**src/rtl/pipeline_mem_stage_hs_pkg.sv**
```systemverilog
// Shared definitions for the MEM stage: access-size codes, FSM encodings,
// byte-enable patterns and the load-extension helper.
package pipeline_mem_stage_hs_pkg;

   localparam logic [1:0] DT_WORD = 2'b00;
   localparam logic [1:0] DT_HALF = 2'b01;
   localparam logic [1:0] DT_BYTE = 2'b10;
   localparam logic [1:0] DT_RSVD = 2'b11;

   localparam logic [0:0] ST_IDLE = 1'b0;
   localparam logic [0:0] ST_REQ  = 1'b1;

   localparam logic [3:0] BE_WORD    = 4'b1111;
   localparam logic [3:0] BE_HALF_LO = 4'b0011;
   localparam logic [3:0] BE_HALF_HI = 4'b1100;
   localparam logic [3:0] BE_BYTE0   = 4'b0001;

   // Access attributes captured at accept and held for the whole request.
   typedef struct packed {
      logic       we;
      logic [1:0] dtype;
      logic       is_unsigned;
      logic [1:0] off;
   } req_ctl_t;

   function automatic logic [31:0] extend_load(input logic [15:0] lane,
                                               input logic        is_half,
                                               input logic        is_unsigned);
      logic [31:0] res;
      if (is_half) begin
         res = is_unsigned ? {16'h0000, lane} : {{16{lane[15]}}, lane};
      end else begin
         res = is_unsigned ? {24'h00_0000, lane[7:0]} : {{24{lane[7]}}, lane[7:0]};
      end
      return res;
   endfunction

endpackage

```
**src/rtl/pipeline_mem_stage_hs_if.sv**
```systemverilog
// Bundle of the MEM stage's upstream handshake, data-memory bus and MEM/WB outputs.
// slave = the stage itself, master = the surrounding pipeline and memory.
interface pipeline_mem_stage_hs_if #(
   parameter int ADDR_W = 11
);
   logic              in_valid;
   logic              in_ready;
   logic              dmem_enable;
   logic              dmem_write_enable;
   logic [1:0]        dmem_type;
   logic              dmem_unsigned;
   logic [31:0]       alu_result_in;
   logic [31:0]       rt_data;
   logic [4:0]        rd_write_address;
   logic              rd_select;
   logic              rd_write_enable;

   logic              mem_req;
   logic              mem_we;
   logic [ADDR_W-1:0] mem_addr;
   logic [3:0]        mem_be;
   logic [31:0]       mem_wdata;
   logic              mem_ack;
   logic [31:0]       mem_rdata;

   logic              out_valid;
   logic              out_ready;
   logic [4:0]        rd_write_address_out;
   logic              rd_select_out;
   logic              rd_write_enable_out;
   logic [31:0]       alu_result_out;
   logic [31:0]       dmem_data_out;
   logic              misalign_out;
   logic              bus_error_out;

   modport master (
      output in_valid, dmem_enable, dmem_write_enable, dmem_type, dmem_unsigned,
             alu_result_in, rt_data, rd_write_address, rd_select, rd_write_enable,
             mem_ack, mem_rdata, out_ready,
      input  in_ready, mem_req, mem_we, mem_addr, mem_be, mem_wdata,
             out_valid, rd_write_address_out, rd_select_out, rd_write_enable_out,
             alu_result_out, dmem_data_out, misalign_out, bus_error_out
   );

   modport slave (
      input  in_valid, dmem_enable, dmem_write_enable, dmem_type, dmem_unsigned,
             alu_result_in, rt_data, rd_write_address, rd_select, rd_write_enable,
             mem_ack, mem_rdata, out_ready,
      output in_ready, mem_req, mem_we, mem_addr, mem_be, mem_wdata,
             out_valid, rd_write_address_out, rd_select_out, rd_write_enable_out,
             alu_result_out, dmem_data_out, misalign_out, bus_error_out
   );

endinterface

```
**src/rtl/pipeline_mem_stage_hs_lane_align.sv**
```systemverilog
// Combinational lane steering: byte enables and replicated store data from
// offset/size, load lane select with sign/zero extension, misalignment detect.
module pipeline_mem_stage_hs_lane_align (
   input  logic [1:0]  dtype,
   input  logic [1:0]  off,
   input  logic        is_unsigned,
   input  logic [31:0] st_data,
   input  logic [31:0] ld_word,
   output logic [3:0]  be,
   output logic [31:0] wdata,
   output logic [31:0] ld_data,
   output logic        misalign
);
   import pipeline_mem_stage_hs_pkg::*;

   logic [31:0] shifted_s;
   logic [15:0] half_s;

   assign shifted_s = ld_word >> {off, 3'b000};
   assign half_s    = off[1] ? ld_word[31:16] : ld_word[15:0];

   // Per-size lane decode; the reserved code behaves as a word access.
   always_comb begin
      be       = 4'b0000;
      wdata    = 32'h0000_0000;
      ld_data  = 32'h0000_0000;
      misalign = 1'b0;
      case (dtype)
         DT_BYTE: begin
            be       = BE_BYTE0 << off;
            wdata    = {4{st_data[7:0]}};
            ld_data  = extend_load({8'h00, shifted_s[7:0]}, 1'b0, is_unsigned);
            misalign = 1'b0;
         end
         DT_HALF: begin
            be       = off[1] ? BE_HALF_HI : BE_HALF_LO;
            wdata    = {2{st_data[15:0]}};
            ld_data  = extend_load(half_s, 1'b1, is_unsigned);
            misalign = off[0];
         end
         default: begin
            be       = BE_WORD;
            wdata    = st_data;
            ld_data  = ld_word;
            misalign = (off != 2'b00);
         end
      endcase
   end

endmodule

```
**src/rtl/pipeline_mem_stage_hs.sv**
```systemverilog
// MEM stage: accepts EX/MEM payloads, runs one variable-latency data-memory
// request at a time with timeout, and presents results in the MEM/WB register.
module pipeline_mem_stage_hs #(
   parameter logic [31:0] BASE_ADDR = 32'h1001_0000,
   parameter int          ADDR_W    = 11,
   parameter int          TIMEOUT   = 16
) (
   input logic                   clock,
   input logic                   reset,
   pipeline_mem_stage_hs_if.slave bus
);
   import pipeline_mem_stage_hs_pkg::*;

   localparam int                CNT_W      = (TIMEOUT > 1) ? $clog2(TIMEOUT) : 1;
   localparam logic [CNT_W-1:0]  CNT_LAST   = (TIMEOUT > 0) ? CNT_W'(TIMEOUT - 1) : {CNT_W{1'b0}};
   localparam logic              TIMEOUT_EN = (TIMEOUT != 0);

   logic [0:0]        state_r;
   logic [CNT_W-1:0]  wait_cnt_r;
   req_ctl_t          req_ctl_r;
   logic [ADDR_W-1:0] mem_addr_r;
   logic [3:0]        mem_be_r;
   logic [31:0]       mem_wdata_r;

   logic              out_valid_r;
   logic [4:0]        rd_addr_out_r;
   logic              rd_sel_out_r;
   logic              rd_we_out_r;
   logic [31:0]       alu_out_r;
   logic [31:0]       dmem_data_r;
   logic              misalign_r;
   logic              bus_err_r;

   logic              in_ready_s;
   logic              accept_s;
   logic              misalign_s;
   logic              timeout_s;
   logic [ADDR_W-1:0] word_idx_s;
   logic [1:0]        lane_type_s;
   logic [1:0]        lane_off_s;
   logic              lane_uns_s;
   logic [3:0]        be_s;
   logic [31:0]       wdata_s;
   logic [31:0]       ld_data_s;
   logic              mis_raw_s;

   assign in_ready_s = (state_r == ST_IDLE) && (!out_valid_r || bus.out_ready);
   assign accept_s   = bus.in_valid && in_ready_s;
   assign misalign_s = bus.dmem_enable && mis_raw_s;
   assign timeout_s  = TIMEOUT_EN && (wait_cnt_r == CNT_LAST);
   assign word_idx_s = ADDR_W'((bus.alu_result_in - BASE_ADDR) >> 2);

   // The lane decoder sees the incoming op while idle and the held request while waiting.
   always_comb begin
      if (state_r == ST_REQ) begin
         lane_type_s = req_ctl_r.dtype;
         lane_off_s  = req_ctl_r.off;
         lane_uns_s  = req_ctl_r.is_unsigned;
      end else begin
         lane_type_s = bus.dmem_type;
         lane_off_s  = bus.alu_result_in[1:0];
         lane_uns_s  = bus.dmem_unsigned;
      end
   end

   pipeline_mem_stage_hs_lane_align u_lane_align (
      .dtype       (lane_type_s),
      .off         (lane_off_s),
      .is_unsigned (lane_uns_s),
      .st_data     (bus.rt_data),
      .ld_word     (bus.mem_rdata),
      .be          (be_s),
      .wdata       (wdata_s),
      .ld_data     (ld_data_s),
      .misalign    (mis_raw_s)
   );

   // FSM, wait counter, request fields and MEM/WB register.
   always_ff @(posedge clock or posedge reset) begin
      if (reset) begin
         state_r       <= ST_IDLE;
         wait_cnt_r    <= {CNT_W{1'b0}};
         req_ctl_r     <= '{we: 1'b0, dtype: 2'b00, is_unsigned: 1'b0, off: 2'b00};
         mem_addr_r    <= {ADDR_W{1'b0}};
         mem_be_r      <= 4'b0000;
         mem_wdata_r   <= 32'h0000_0000;
         out_valid_r   <= 1'b0;
         rd_addr_out_r <= 5'd0;
         rd_sel_out_r  <= 1'b0;
         rd_we_out_r   <= 1'b0;
         alu_out_r     <= 32'h0000_0000;
         dmem_data_r   <= 32'h0000_0000;
         misalign_r    <= 1'b0;
         bus_err_r     <= 1'b0;
      end else begin
         case (state_r)
            ST_IDLE: begin
               if (out_valid_r && bus.out_ready) begin
                  out_valid_r <= 1'b0;
               end
               if (accept_s) begin
                  rd_addr_out_r <= bus.rd_write_address;
                  rd_sel_out_r  <= bus.rd_select;
                  alu_out_r     <= bus.alu_result_in;
                  dmem_data_r   <= 32'h0000_0000;
                  bus_err_r     <= 1'b0;
                  misalign_r    <= misalign_s;
                  wait_cnt_r    <= {CNT_W{1'b0}};
                  if (bus.dmem_enable && !misalign_s) begin
                     // Payload waits in the (empty) output register until ack or timeout.
                     state_r     <= ST_REQ;
                     rd_we_out_r <= bus.rd_write_enable;
                     req_ctl_r   <= '{we: bus.dmem_write_enable, dtype: bus.dmem_type,
                                      is_unsigned: bus.dmem_unsigned, off: bus.alu_result_in[1:0]};
                     mem_addr_r  <= word_idx_s;
                     mem_be_r    <= be_s;
                     mem_wdata_r <= wdata_s;
                  end else begin
                     out_valid_r <= 1'b1;
                     rd_we_out_r <= bus.rd_write_enable && !misalign_s;
                  end
               end
            end
            ST_REQ: begin
               if (bus.mem_ack) begin
                  state_r     <= ST_IDLE;
                  out_valid_r <= 1'b1;
                  wait_cnt_r  <= {CNT_W{1'b0}};
                  dmem_data_r <= req_ctl_r.we ? 32'h0000_0000 : ld_data_s;
               end else if (timeout_s) begin
                  state_r     <= ST_IDLE;
                  out_valid_r <= 1'b1;
                  wait_cnt_r  <= {CNT_W{1'b0}};
                  bus_err_r   <= 1'b1;
                  rd_we_out_r <= 1'b0;
                  dmem_data_r <= 32'h0000_0000;
               end else begin
                  wait_cnt_r  <= wait_cnt_r + CNT_W'(1'b1);
               end
            end
            default: begin
               state_r <= ST_IDLE;
            end
         endcase
      end
   end

   assign bus.in_ready             = in_ready_s;
   assign bus.mem_req              = (state_r == ST_REQ);
   assign bus.mem_we               = req_ctl_r.we;
   assign bus.mem_addr             = mem_addr_r;
   assign bus.mem_be               = mem_be_r;
   assign bus.mem_wdata            = mem_wdata_r;
   assign bus.out_valid            = out_valid_r;
   assign bus.rd_write_address_out = rd_addr_out_r;
   assign bus.rd_select_out        = rd_sel_out_r;
   assign bus.rd_write_enable_out  = rd_we_out_r;
   assign bus.alu_result_out       = alu_out_r;
   assign bus.dmem_data_out        = dmem_data_r;
   assign bus.misalign_out         = misalign_r;
   assign bus.bus_error_out        = bus_err_r;

endmodule

```
**src/flat_wrapper.sv**
```systemverilog
// flat-port wrapper written by rule: the top's interface ports become plain ports
module pipeline_mem_stage_hs_flat import pipeline_mem_stage_hs_pkg::*;
#(
   parameter logic [31:0] BASE_ADDR = 32'h1001_0000,
   parameter int          ADDR_W    = 11,
   parameter int          TIMEOUT   = 16
)
  (clock, reset, bus_in_valid, bus_dmem_enable, bus_dmem_write_enable, bus_dmem_type, bus_dmem_unsigned, bus_alu_result_in, bus_rt_data, bus_rd_write_address, bus_rd_select, bus_rd_write_enable, bus_mem_ack, bus_mem_rdata, bus_out_ready, bus_in_ready, bus_mem_req, bus_mem_we, bus_mem_addr, bus_mem_be, bus_mem_wdata, bus_out_valid, bus_rd_write_address_out, bus_rd_select_out, bus_rd_write_enable_out, bus_alu_result_out, bus_dmem_data_out, bus_misalign_out, bus_bus_error_out);
  pipeline_mem_stage_hs_if #(.ADDR_W(ADDR_W)) bus_i ();
  input logic clock;
  input logic reset;
  input wire logic [$bits(bus_i.in_valid)-1:0] bus_in_valid;
  input wire logic [$bits(bus_i.dmem_enable)-1:0] bus_dmem_enable;
  input wire logic [$bits(bus_i.dmem_write_enable)-1:0] bus_dmem_write_enable;
  input wire logic [$bits(bus_i.dmem_type)-1:0] bus_dmem_type;
  input wire logic [$bits(bus_i.dmem_unsigned)-1:0] bus_dmem_unsigned;
  input wire logic [$bits(bus_i.alu_result_in)-1:0] bus_alu_result_in;
  input wire logic [$bits(bus_i.rt_data)-1:0] bus_rt_data;
  input wire logic [$bits(bus_i.rd_write_address)-1:0] bus_rd_write_address;
  input wire logic [$bits(bus_i.rd_select)-1:0] bus_rd_select;
  input wire logic [$bits(bus_i.rd_write_enable)-1:0] bus_rd_write_enable;
  input wire logic [$bits(bus_i.mem_ack)-1:0] bus_mem_ack;
  input wire logic [$bits(bus_i.mem_rdata)-1:0] bus_mem_rdata;
  input wire logic [$bits(bus_i.out_ready)-1:0] bus_out_ready;
  output wire logic [$bits(bus_i.in_ready)-1:0] bus_in_ready;
  output wire logic [$bits(bus_i.mem_req)-1:0] bus_mem_req;
  output wire logic [$bits(bus_i.mem_we)-1:0] bus_mem_we;
  output wire logic [$bits(bus_i.mem_addr)-1:0] bus_mem_addr;
  output wire logic [$bits(bus_i.mem_be)-1:0] bus_mem_be;
  output wire logic [$bits(bus_i.mem_wdata)-1:0] bus_mem_wdata;
  output wire logic [$bits(bus_i.out_valid)-1:0] bus_out_valid;
  output wire logic [$bits(bus_i.rd_write_address_out)-1:0] bus_rd_write_address_out;
  output wire logic [$bits(bus_i.rd_select_out)-1:0] bus_rd_select_out;
  output wire logic [$bits(bus_i.rd_write_enable_out)-1:0] bus_rd_write_enable_out;
  output wire logic [$bits(bus_i.alu_result_out)-1:0] bus_alu_result_out;
  output wire logic [$bits(bus_i.dmem_data_out)-1:0] bus_dmem_data_out;
  output wire logic [$bits(bus_i.misalign_out)-1:0] bus_misalign_out;
  output wire logic [$bits(bus_i.bus_error_out)-1:0] bus_bus_error_out;
  assign bus_i.in_valid = bus_in_valid;
  assign bus_i.dmem_enable = bus_dmem_enable;
  assign bus_i.dmem_write_enable = bus_dmem_write_enable;
  assign bus_i.dmem_type = bus_dmem_type;
  assign bus_i.dmem_unsigned = bus_dmem_unsigned;
  assign bus_i.alu_result_in = bus_alu_result_in;
  assign bus_i.rt_data = bus_rt_data;
  assign bus_i.rd_write_address = bus_rd_write_address;
  assign bus_i.rd_select = bus_rd_select;
  assign bus_i.rd_write_enable = bus_rd_write_enable;
  assign bus_i.mem_ack = bus_mem_ack;
  assign bus_i.mem_rdata = bus_mem_rdata;
  assign bus_i.out_ready = bus_out_ready;
  assign bus_in_ready = bus_i.in_ready;
  assign bus_mem_req = bus_i.mem_req;
  assign bus_mem_we = bus_i.mem_we;
  assign bus_mem_addr = bus_i.mem_addr;
  assign bus_mem_be = bus_i.mem_be;
  assign bus_mem_wdata = bus_i.mem_wdata;
  assign bus_out_valid = bus_i.out_valid;
  assign bus_rd_write_address_out = bus_i.rd_write_address_out;
  assign bus_rd_select_out = bus_i.rd_select_out;
  assign bus_rd_write_enable_out = bus_i.rd_write_enable_out;
  assign bus_alu_result_out = bus_i.alu_result_out;
  assign bus_dmem_data_out = bus_i.dmem_data_out;
  assign bus_misalign_out = bus_i.misalign_out;
  assign bus_bus_error_out = bus_i.bus_error_out;
  pipeline_mem_stage_hs #(.BASE_ADDR(BASE_ADDR), .ADDR_W(ADDR_W), .TIMEOUT(TIMEOUT)) u_core (.clock(clock), .reset(reset), .bus(bus_i));
endmodule
```
**config.mk**
```make
export PLATFORM = sky130hd
export DESIGN_NAME = pipeline_mem_stage_hs_flat
export DESIGN_NICKNAME = d
export VERILOG_FILES = /design/src/rtl/pipeline_mem_stage_hs_pkg.sv /design/src/rtl/pipeline_mem_stage_hs_if.sv /design/src/rtl/pipeline_mem_stage_hs_lane_align.sv /design/src/rtl/pipeline_mem_stage_hs.sv /design/src/flat_wrapper.sv
export SDC_FILE = /design/constraint.sdc
export NUM_CORES = 1
export LEC_CHECK = 0
export ABC_AREA = 1
export BUFFER_PORTS_ARGS = -buffer_cell sky130_fd_sc_hd__buf_2
export CAP_MARGIN = 0
export CORE_MARGIN = 4
export CORE_UTILIZATION = 50
export CTS_CLUSTER_DIAMETER = 50
export DETAILED_ROUTE_END_ITERATION = 6
export PLACE_DENSITY_LB_ADDON = 0.12
export SYNTH_ARGS = -nofsm -noshare
export SYNTH_HDL_FRONTEND = slang
export SYNTH_SLANG_ARGS = --single-unit
```
**constraint.sdc**
```tcl
create_clock -name clock -period 6.3 [get_ports clock]
set_input_delay 1.26 -clock clock [delete_from_list [all_inputs] [get_ports clock]]
set_output_delay 1.26 -clock clock [all_outputs]
set_load 0.005 [all_outputs]
```
==> results of run 1 <==
[cells in the final DEF, fill, tap and decap left out, drive strengths merged]
| cell | count |
|---|---|
| o31ai | 2 |
| a31oi | 2 |
| nand2 | 410 |
| clkinv | 3 |
| inv | 66 |
| ha | 3 |
| nand3 | 29 |
| o21ai | 68 |
| a22o | 2 |
| a32oi | 3 |
| nor2 | 32 |
| clkinvlp | 3 |
| o211ai | 1 |
| or2 | 2 |
| a22oi | 12 |
| nand4 | 2 |
| buf | 239 |
| clkbuf | 18 |
| bufinv | 4 |
| dfrtp | 132 |
| diode | 2 |
| a21oi | 34 |
| xor2 | 1 |
[registers in the layout (all words and copies together), names as in the netlist]
| register | count |
|---|---|
| u_core.bus.alu_result_out | 32 |
| u_core.bus.dmem_data_out | 32 |
| u_core.bus.mem_wdata | 32 |
| u_core.bus.mem_addr | 11 |
| u_core.bus.rd_write_address_out | 5 |
| u_core.req_ctl_r | 5 |
| u_core.bus.mem_be | 4 |
| u_core.wait_cnt_r | 4 |
| u_core.bus.bus_error_out | 1 |
| u_core.bus.mem_req | 1 |
| u_core.bus.mem_we | 1 |
| u_core.bus.misalign_out | 1 |
| u_core.bus.out_valid | 1 |
| u_core.bus.rd_select_out | 1 |
| u_core.bus.rd_write_enable_out | 1 |
[final timing paths]
| kind | to | depth (start not counted) | slack, ns |
|---|---|---|---|
| worst max-delay path | u_core.bus.mem_wdata[24] | 12 | 2.25 |
| worst min-delay path | u_core.wait_cnt_r[3] | 1 | 0.46 |
| worst max register to register | u_core.bus.mem_wdata[24] | 12 | 2.25 |
| worst min register to register | u_core.wait_cnt_r[3] | 1 | 0.46 |
| max in group asynchronous | u_core.bus.dmem_data_out[17] | 3 | 4.20 |
| min in group asynchronous | u_core.bus.alu_result_out[28] | 2 | 0.95 |
[metal layers]
layer	part of all wire [%]	wire length (um)
met2	46	8209
met3	8.3	1497
met4	2.2	403
met5	0	0
met1	44	7818
[cells by family after synthesis]
group                    synth area share (%)
adder cells (fa/ha/maj)                0.5859
AND/OR/NAND/NOR                         29.37
XOR/XNOR                               0.1367
buffers and inverters                   7.518
flip-flops                              51.55
AO/OA/AOI/OAI                           10.84
[report_power, final]
group          leakage, uW  internal [uW]  switching (uW)  total (uW)
Clock             0.000305            678             388        1070
Sequential         0.00170           1210             220        1430
Combinational      0.00288            584             948        1530
[stage by stage]
stage,power [uW],instance area [sq um],setup WS (ns),instances
2_1_floorplan,2378,6407,1.514,842
3_3_place_gp,2948,7582,1.987,1208
3_5_place_dp,2970,7582,1.917,1208
4_1_cts,4054,8220,2.223,1240
5_1_grt,4340,8225,1.783,1242
6_report,4025,8225,2.255,1242
[critical path, cell delays in order (launching register included)]
cell,delay [ns]
dfrtp_1,0.66
inv_2,0.21
or2_2,0.31
o21ai_0,0.10
inv_1,0.07
ha_1,0.30
inv_2,0.46
o21ai_1,0.17
o21ai_2,0.13
nand3_2,0.61
inv_2,0.72
nand2_1,0.11
nand2_1,0.09
[layout make-up]
| class | count | area (sq um) |
|---|---|---|
| sequential | 132 | 3303 |
| multi-input combinational | 603 | 2623 |
| fill | 1151 | 4343 |
| clock buffer | 18 | 439.2 |
| clock inverter | 14 | 198.9 |
| timing repair buffer | 239 | 1204 |
| inverter | 62 | 237.7 |
| tap | 172 | 215.2 |
| antenna | 2 | 5.005 |
==> flow_metrics.tcl, run 1 <==
set metrics [dict create \
    max-cap-violations 0 \
    status "complete, no violations" \
    r2r_start "u_core.bus.mem_req" \
    gr-usage-met3_pct 5.594 \
    drive_gt1_share_pct 27.62 \
    synth.area.top_cells "dfrtp_1 52%, nand2_1 24%, o21ai_0 4.1%" \
    hp-class "reg2reg" \
    grt.busiest_layer "met2" \
    grt_first_pass_wirelength_mm 28.81 \
    syn_nets 958 \
    rsz0062_at_grt "false" \
    cts_max_level 4 \
    start_util_pct 50.98 \
    wl_mm 17.93 \
    max_freq_ghz 0.2472 \
    dp_hpwl_mm 12.41 \
    cp-start-kind "register" \
    ys_seq_area_share_pct 51.55 \
    post_drt_wl_per_cell_um 14.44 \
    io_pins 237 \
    utilization_pct 65.45 \
    syn_area_sq_um 6407 \
    critPathRequiredTime_ns 6.66 \
    synthFlopType "dfrtp_1" \
    drtPass1Iterations 7 \
    coreArea_sq_um 12570 \
    endpoint_kind "register" \
    syn_inst 842 \
    period_needed_ns 4.045 \
    crit_start "u_core.bus.mem_req" \
    crit_fanout 40 \
    tightestPinTransition_ns 1.009 \
    yosys.area.top_type "dfrtp_1" \
    grt_use_met1_pct 34.12 \
    drcViolationCount 0 \
    cts_resized 0 \
    antenna_found_initial 2 \
    place.gp.congestion 0.8358 \
    peakVddDrop_v 0.0002714 \
    clock_sinks 132 \
    setup_viol 0 \
    rows 41 \
    finClkSkew_ns 0.005986 \
    ctsHoldBuffers 0 \
    hold_violations 0 \
    synth_edf_count 0 \
    dieArea_sq_um 14690 \
    worstSetupPathType "reg2reg" \
    cts_tree "yes" \
    min_period_over_period_pct 64.21 \
    grtUsageTotal_pct 24.79 \
    synthArstFlopShare_pct 100.0 \
    yosys.cell_count.top_type "nand2_1" \
    leakage_uw 0.004886 \
    ys_ff_latch 132 \
    powerDensity_nw_per_um2 489.4 \
    path_clk_slew_ns 0.06 \
    die_w_um 121.2 \
    vias_per_cell 5.006 \
    cts_setup_buffers 0 \
    use_met2_pct 38.17 \
    netlist_top_cells_count "403 x nand2_1, 132 x dfrtp_1, 54 x inv_1, 52 x o21ai_0, 34 x a21oi_1" \
    cts.path.max_buffers 2 \
    ys_warn_count 0 \
    area_delta_synth_final_pct 28.37 \
    insertion_delay_ns 0.42 \
    port_buffers 236 \
    slew_violations 0 \
    fin_nets 1171 \
    via_count 6218 \
    cts_root_buffer "clkbuf_16" \
    holdWs_ns 0.4647 \
    synth_area_per_cell_sq_um 7.610 \
    slew_headroom_pct 32.64 \
    grt_pass1_vias 5835 \
    ys_types 31 \
    critPathArrivalTime_ns 4.40 \
    die_h_um 121.2 \
    grt.overflow.total 0 \
    detail-route-antenna-nets 0 \
    fin_setup_tns_ns 0 \
    grt_max_degree 83 \
    drt_iter0_drc 428 \
    netlist.area_leader.share_pct 51.55 \
    cts_made_buffers 17 \
    hold_start "u_core.wait_cnt_r[3]" \
]
Power figures use the tool's default switching activity.
==> run 2, diff against run 1 <==
- clock period: 6.3 -> 4.1 ns (I/O delays scaled with it)
==> run 2 against run 1 <==
  * Worst hold slack gained 0.0047 ns
  * Critical endpoint is now u_core.bus.mem_wdata[31]
  * Highest routed layer unchanged
  * Cell area shrank 0.21%
  * Maximum frequency grew 36%
  * Die area is the same
  * Sequential share of layout area grew 0.086 points
  * Clock-buffer cell count is the same
  * Non-clock buffer count grew 5
  * Largest cell class unchanged
  * Critical path type unchanged
  * Critical path depth is the same
  * Clock power grew 37%
  * Sequential power grew 52%
==> flow_metrics.tcl, run 2 (synthesis gave the netlist of run 1 again) <==
set metrics [dict create \
    cts_tree "yes" \
    max_freq_ghz 0.3368 \
    drt_iter0_drc 534 \
    wl_met3_mm 1.401 \
    holdWs_ns 0.4694 \
    critPathArrivalTime_ns 3.33 \
    cts_setup_buffers 0 \
    critPathRequiredTime_ns 4.46 \
    rows 41 \
    coreArea_sq_um 12570 \
    via_count 6229 \
    cts.path.max_buffers 2 \
    wl_met1_mm 7.866 \
    cts_max_level 4 \
    ctsHoldBuffers 0 \
    grtUsageTotal_pct 24.18 \
    grt_first_pass_wirelength_mm 28.20 \
    wl_mm 17.91 \
    powerDensity_nw_per_um2 736.4 \
    min_period_over_period_pct 72.43 \
    post_drt_wl_per_cell_um 14.39 \
    dp_hpwl_mm 12.65 \
    hp-class "reg2reg" \
    dieArea_sq_um 14690 \
    reg2regPathDepth 12 \
    vias_per_cell 5.007 \
    cts_resized 0 \
    drtPass1Iterations 6 \
    port_buffers 236 \
    dp_slack_ns 0.8371 \
    period_needed_ns 2.969 \
    endpoint_kind "register" \
    hold_violations 0 \
    hold_start "u_core.bus.dmem_data_out[12]" \
    start_util_pct 50.98 \
    crit_fanout 31 \
    path_clk_slew_ns 0.06 \
    slew_headroom_pct 33.51 \
    finClkSkew_ns 0.01279 \
    top_layer_used "met4" \
    insertion_delay_ns 0.42 \
    r2r_start "u_core.bus.mem_req" \
    grt_pass1_vias 5712 \
    cts_root_buffer "clkbuf_16" \
    place.gp.congestion 0.8260 \
    cp-start-kind "register" \
    fin_setup_tns_ns 0 \
    final_cell_mix "403 x nand2_1, 236 x buf_2, 132 x dfrtp_1" \
    grt_max_degree 54 \
    leakage_uw 0.004877 \
    hold-path-cell-count 2 \
    setup_viol 0 \
    status "complete, no violations" \
    slew_violations 0 \
    clock_sinks 132 \
    worstSetupPathType "reg2reg" \
    grt.overflow.total 0 \
    r2r-end "u_core.bus.mem_wdata[31]" \
    crit_start "u_core.bus.mem_req" \
    fill_cells 1151 \
    setup_ws_ns 1.131 \
    cts_made_buffers 17 \
    peakVddDrop_v 0.0003728 \
    drive_gt1_share_pct 27.73 \
    hold_end "u_core.bus.dmem_data_out[12]" \
    max-cap-violations 0 \
    wl_met2_mm 8.357 \
    rrSetupSlack_ns 1.13 \
    area_delta_synth_final_pct 28.10 \
    die_w_um 121.2 \
    drcViolationCount 0 \
    layout_commonest_cell "nand2_1" \
    fin_nets 1176 \
    tightestPinTransition_ns 0.9962 \
    rsz0062_at_grt "false" \
    detail-route-antenna-nets 0 \
    die_h_um 121.2 \
    antenna_found_initial 1 \
    io_pins 237 \
]
## run 2: power by group
group	total, uW	switching [uW]	internal [uW]
sequential	2170	314	1860
clock	1470	583	889
combinational	2400	1480	922
## run 2: critical path: stages (launching register included)
cell and delay [ns]:
dfrtp_1 0.35, inv_2 0.10, or2_2 0.28, o21ai_0 0.11, inv_1 0.07, ha_1 0.50, inv_2 0.12, o21ai_1 0.09
o21ai_2 0.09, nand3_2 0.39, inv_2 0.59, nand2_1 0.13, nand2_1 0.09
## run 2: cell type report
type	count	area, sq um	share of cell area, %
well taps	172	215.2	2.622
flip-flops and latches	132	3303	40.24
diodes	1	2.502	0.03049
multi-input cells	603	2623	31.95
repair buffers	244	1266	15.43
clock buffers	18	429.2	5.229
inverters	62	236.5	2.881
clock inverters	12	132.6	1.616
## run 2: worst max path at each step
stage / cells after the start / end
floorplan: 1 / u_core.bus.alu_result_out[0]
global placement: 11 / u_core.req_ctl_r[4]
detailed placement: 11 / u_core.bus.mem_wdata[31]
CTS: 12 / u_core.bus.mem_wdata[31]
global route: 12 / u_core.bus.mem_wdata[9]
finish: 12 / u_core.bus.mem_wdata[31]
## run 2: metal layers
| layer | GRT usage (%) | vias up |
|---|---|---|
| met5 | 0 | - |
| met4 | 7.773 | 0 |
| li1 | - | 3076 |
| met3 | 5.175 | 23 |
| met2 | 38.87 | 271 |
| met1 | 32.92 | 2859 |
## run 2: stage by stage
| stage | cell area (sq um) | cells | total power (uW) | utilization, % |
|---|---|---|---|---|
| 3_5_place_dp | 7644 | 1213 | 4599 | 60.82 |
| 4_1_cts | 8205 | 1243 | 6080 | 65.29 |
| 3_3_place_gp | 7644 | 1213 | 4559 | 60.82 |
| 6_report | 8208 | 1244 | 6044 | 65.31 |
| 2_1_floorplan | 6411 | 842 | 3654 | - |
| 5_1_grt | 8208 | 1244 | 6508 | 65.31 |
==> run 3, diff against run 2 <==
- ABC_AREA: 1 -> 0
- clock period: 4.1 -> 3 ns (I/O delays scaled with it)
==> run 3 against run 2 <==
  * Via count down 9.0%
  * Total power up 31%
  * Worst hold slack worse by 0.15 ns
  * Die area up 0.79%
  * Utilization up 0.80 points
  * Register-to-register slack worse by 0.67 ns
  * Sequential share of layout area down 0.65 points
  * Cell area up 1.6%
  * Clock-buffer cell count up 4
  * First-iteration DRC count down 20%
  * Clock skew down 0.0014 ns
  * Sequential power up 33%
  * Critical path type unchanged
==> flow_metrics.tcl, run 3 <==
set metrics [dict create \
    post_drt_wl_per_cell_um 17.21 \
    grt.busiest_layer "met2" \
    vias_per_cell 5.417 \
    path_clk_slew_ns 0.06 \
    slew_headroom_pct 26.88 \
    netlist.area_leader.share_pct 51.12 \
    status "complete, no violations" \
    ys_types 50 \
    power.total_uw 7898 \
    grt_pass1_vias 5808 \
    synthArstFlopShare_pct 100.0 \
    coreArea_sq_um 12620 \
    cts_tree "yes" \
    synth_edf_count 0 \
    antenna_found_initial 1 \
    cp-start-kind "register" \
    cts_max_level 4 \
    period_needed_ns 2.538 \
    fin_setup_tns_ns 0 \
    endpoint_kind "register" \
    finClkSkew_ns 0.01136 \
    critPathArrivalTime_ns 2.83 \
    use_met2_pct 39.62 \
    setup_viol 0 \
    die_h_um 121.7 \
    worstSetupPathType "reg2reg" \
    grt_use_met1_pct 32.18 \
    via_count 5666 \
    port_buffers 236 \
    r2r-end "u_core.bus.mem_wdata[4]" \
    fin_nets 977 \
    ys_ff_latch 132 \
    max-cap-violations 0 \
    synth_xor_area_share_pct 0 \
    drtPass1Iterations 5 \
    cts_made_buffers 17 \
    synth-simple-area-share_pct 14.87 \
    syn_area_sq_um 6461 \
    cts_root_buffer "clkbuf_16" \
    yosys.cell_count.top_type "nand2_1" \
    cts.path.max_buffers 2 \
    grt_first_pass_wirelength_mm 29.08 \
    hp-class "in2async" \
    synth_top_family_by_area "compound AO/OA/AOI/OAI gates" \
    gr-usage-met3_pct 7.474 \
    drive_gt1_share_pct 40.32 \
    die_w_um 121.7 \
    slew_violations 0 \
    final_cell_mix "236 x buf_2, 168 x nand2_1, 132 x dfrtp_1" \
    syn_nets 751 \
    tightestPinTransition_ns 1.093 \
    rsz0062_at_grt "false" \
    grt_max_degree 86 \
    wl_mm 18.00 \
    area_delta_synth_final_pct 29.11 \
    synth.area.top_cells "dfrtp_1 51%, nand2_1 9.8%, mux2_4 6.7%" \
    synth-compound-area-share_pct 17.97 \
    insertion_delay_ns 0.42 \
    yosys.area.top_type "dfrtp_1" \
    drt_iter0_drc 427 \
    syn_inst 635 \
    dp_hpwl_mm 12.94 \
    crit_start "u_core.bus.mem_req" \
    rrSetupSlack_ns 0.46 \
    start_util_pct 51.20 \
    io_pins 237 \
    cts_setup_buffers 0 \
    layout_commonest_cell "buf_2" \
    detail-route-antenna-nets 0 \
    place.gp.congestion 0.8457 \
    leakage_uw 0.004200 \
    peakVddDrop_v 0.0004354 \
    ys_warn_count 0 \
    clock_sinks 132 \
    grtUsageTotal_pct 24.95 \
    netlist_top_cells_count "168 x nand2_1, 132 x dfrtp_1, 40 x o21ai_0, 35 x a21oi_1, 31 x a22oi_1" \
    cts_resized 0 \
    holdWs_ns 0.3159 \
    hold_violations 0 \
    synth_fa_ha_area_share_pct 0.5809 \
    rows 41 \
    crit_fanout 73 \
    ys_seq_area_share_pct 51.12 \
    drcViolationCount 0 \
    synth_area_per_cell_sq_um 10.18 \
    dieArea_sq_um 14800 \
    max_freq_ghz 0.3940 \
    r2r_start "u_core.bus.mem_req" \
    min_period_over_period_pct 84.59 \
    fin_area_sq_um 8342 \
    critPathRequiredTime_ns 3.29 \
    synthFlopType "dfrtp_1" \
    powerDensity_nw_per_um2 946.8 \
    ctsHoldBuffers 0 \
    reg2regPathDepth 6 \
    placedInstanceArea_sq_um 7737 \
    synth_mux_area_share_pct 10.88 \
    grt.overflow.total 0 \
]
-- run 3: critical path, stage by stage, from the launching register on --
cell,delay [ns]
dfrtp_1,0.42
buf_4,0.27
or3b_1,0.44
a32oi_2,0.28
and3_4,0.23
buf_12,0.36
mux2_1,0.38
-- run 3: cells by family (layout without fill, tap and decap cells) --
group           after synthesis  in the layout
flops                       132            132
simple gates                227            227
compound gates              169            169
buf+inv                      50            288
mux                          54             54
other cells                   0              1
fa+ha+maj                     3              3
-- run 3: layer usage --
metal / up-vias / wire length [um]
met1: 2724 / 7570
met5: - / 12
li1: 2679 / -
met4: 2 / 331
met3: 35 / 1474
met2: 226 / 8611
-- run 3: how the worst max path moves through the flow --
stage	end	slack, ns	depth (start not counted)
global route	u_core.bus.mem_wdata[4]	0.35	6
CTS	u_core.bus.mem_wdata[4]	0.47	6
floorplan	u_core.bus.mem_wdata[24]	0.39	11
finish	u_core.bus.mem_wdata[4]	0.46	6
detailed placement	u_core.bus.mem_wdata[4]	0.37	8
global placement	u_core.bus.mem_wdata[5]	0.45	8
-- run 3: per-stage QoR --
step	util, %	cells	setup slack, ns
after global placement	61.31	1014	0.4452
after detailed placement	61.31	1014	0.3677
after floorplan	-	635	0.3924
after CTS	66.08	1045	0.4653
final	66.10	1046	0.4622
after global routing	66.08	1045	0.3504
-- run 3: power breakdown --
| group | internal, uW | switching, uW | leakage (uW) |
|---|---|---|---|
| registers | 2450 | 430 | 0.00165 |
| clock network | 1360 | 747 | 0.000288 |
| logic | 1380 | 1530 | 0.00226 |
| total | 5190 | 2710 | 0.00420 |
-- run 3: layout make-up --
type	count	area (sq um)
diodes	1	2.502
clock buffers	22	474.2
clock inverters	9	127.6
fillers	1077	4278
inverters	6	26.28
multi-input cells	453	2874
flip-flops and latches	132	3303
well taps	172	215.2
repair buffers	251	1319
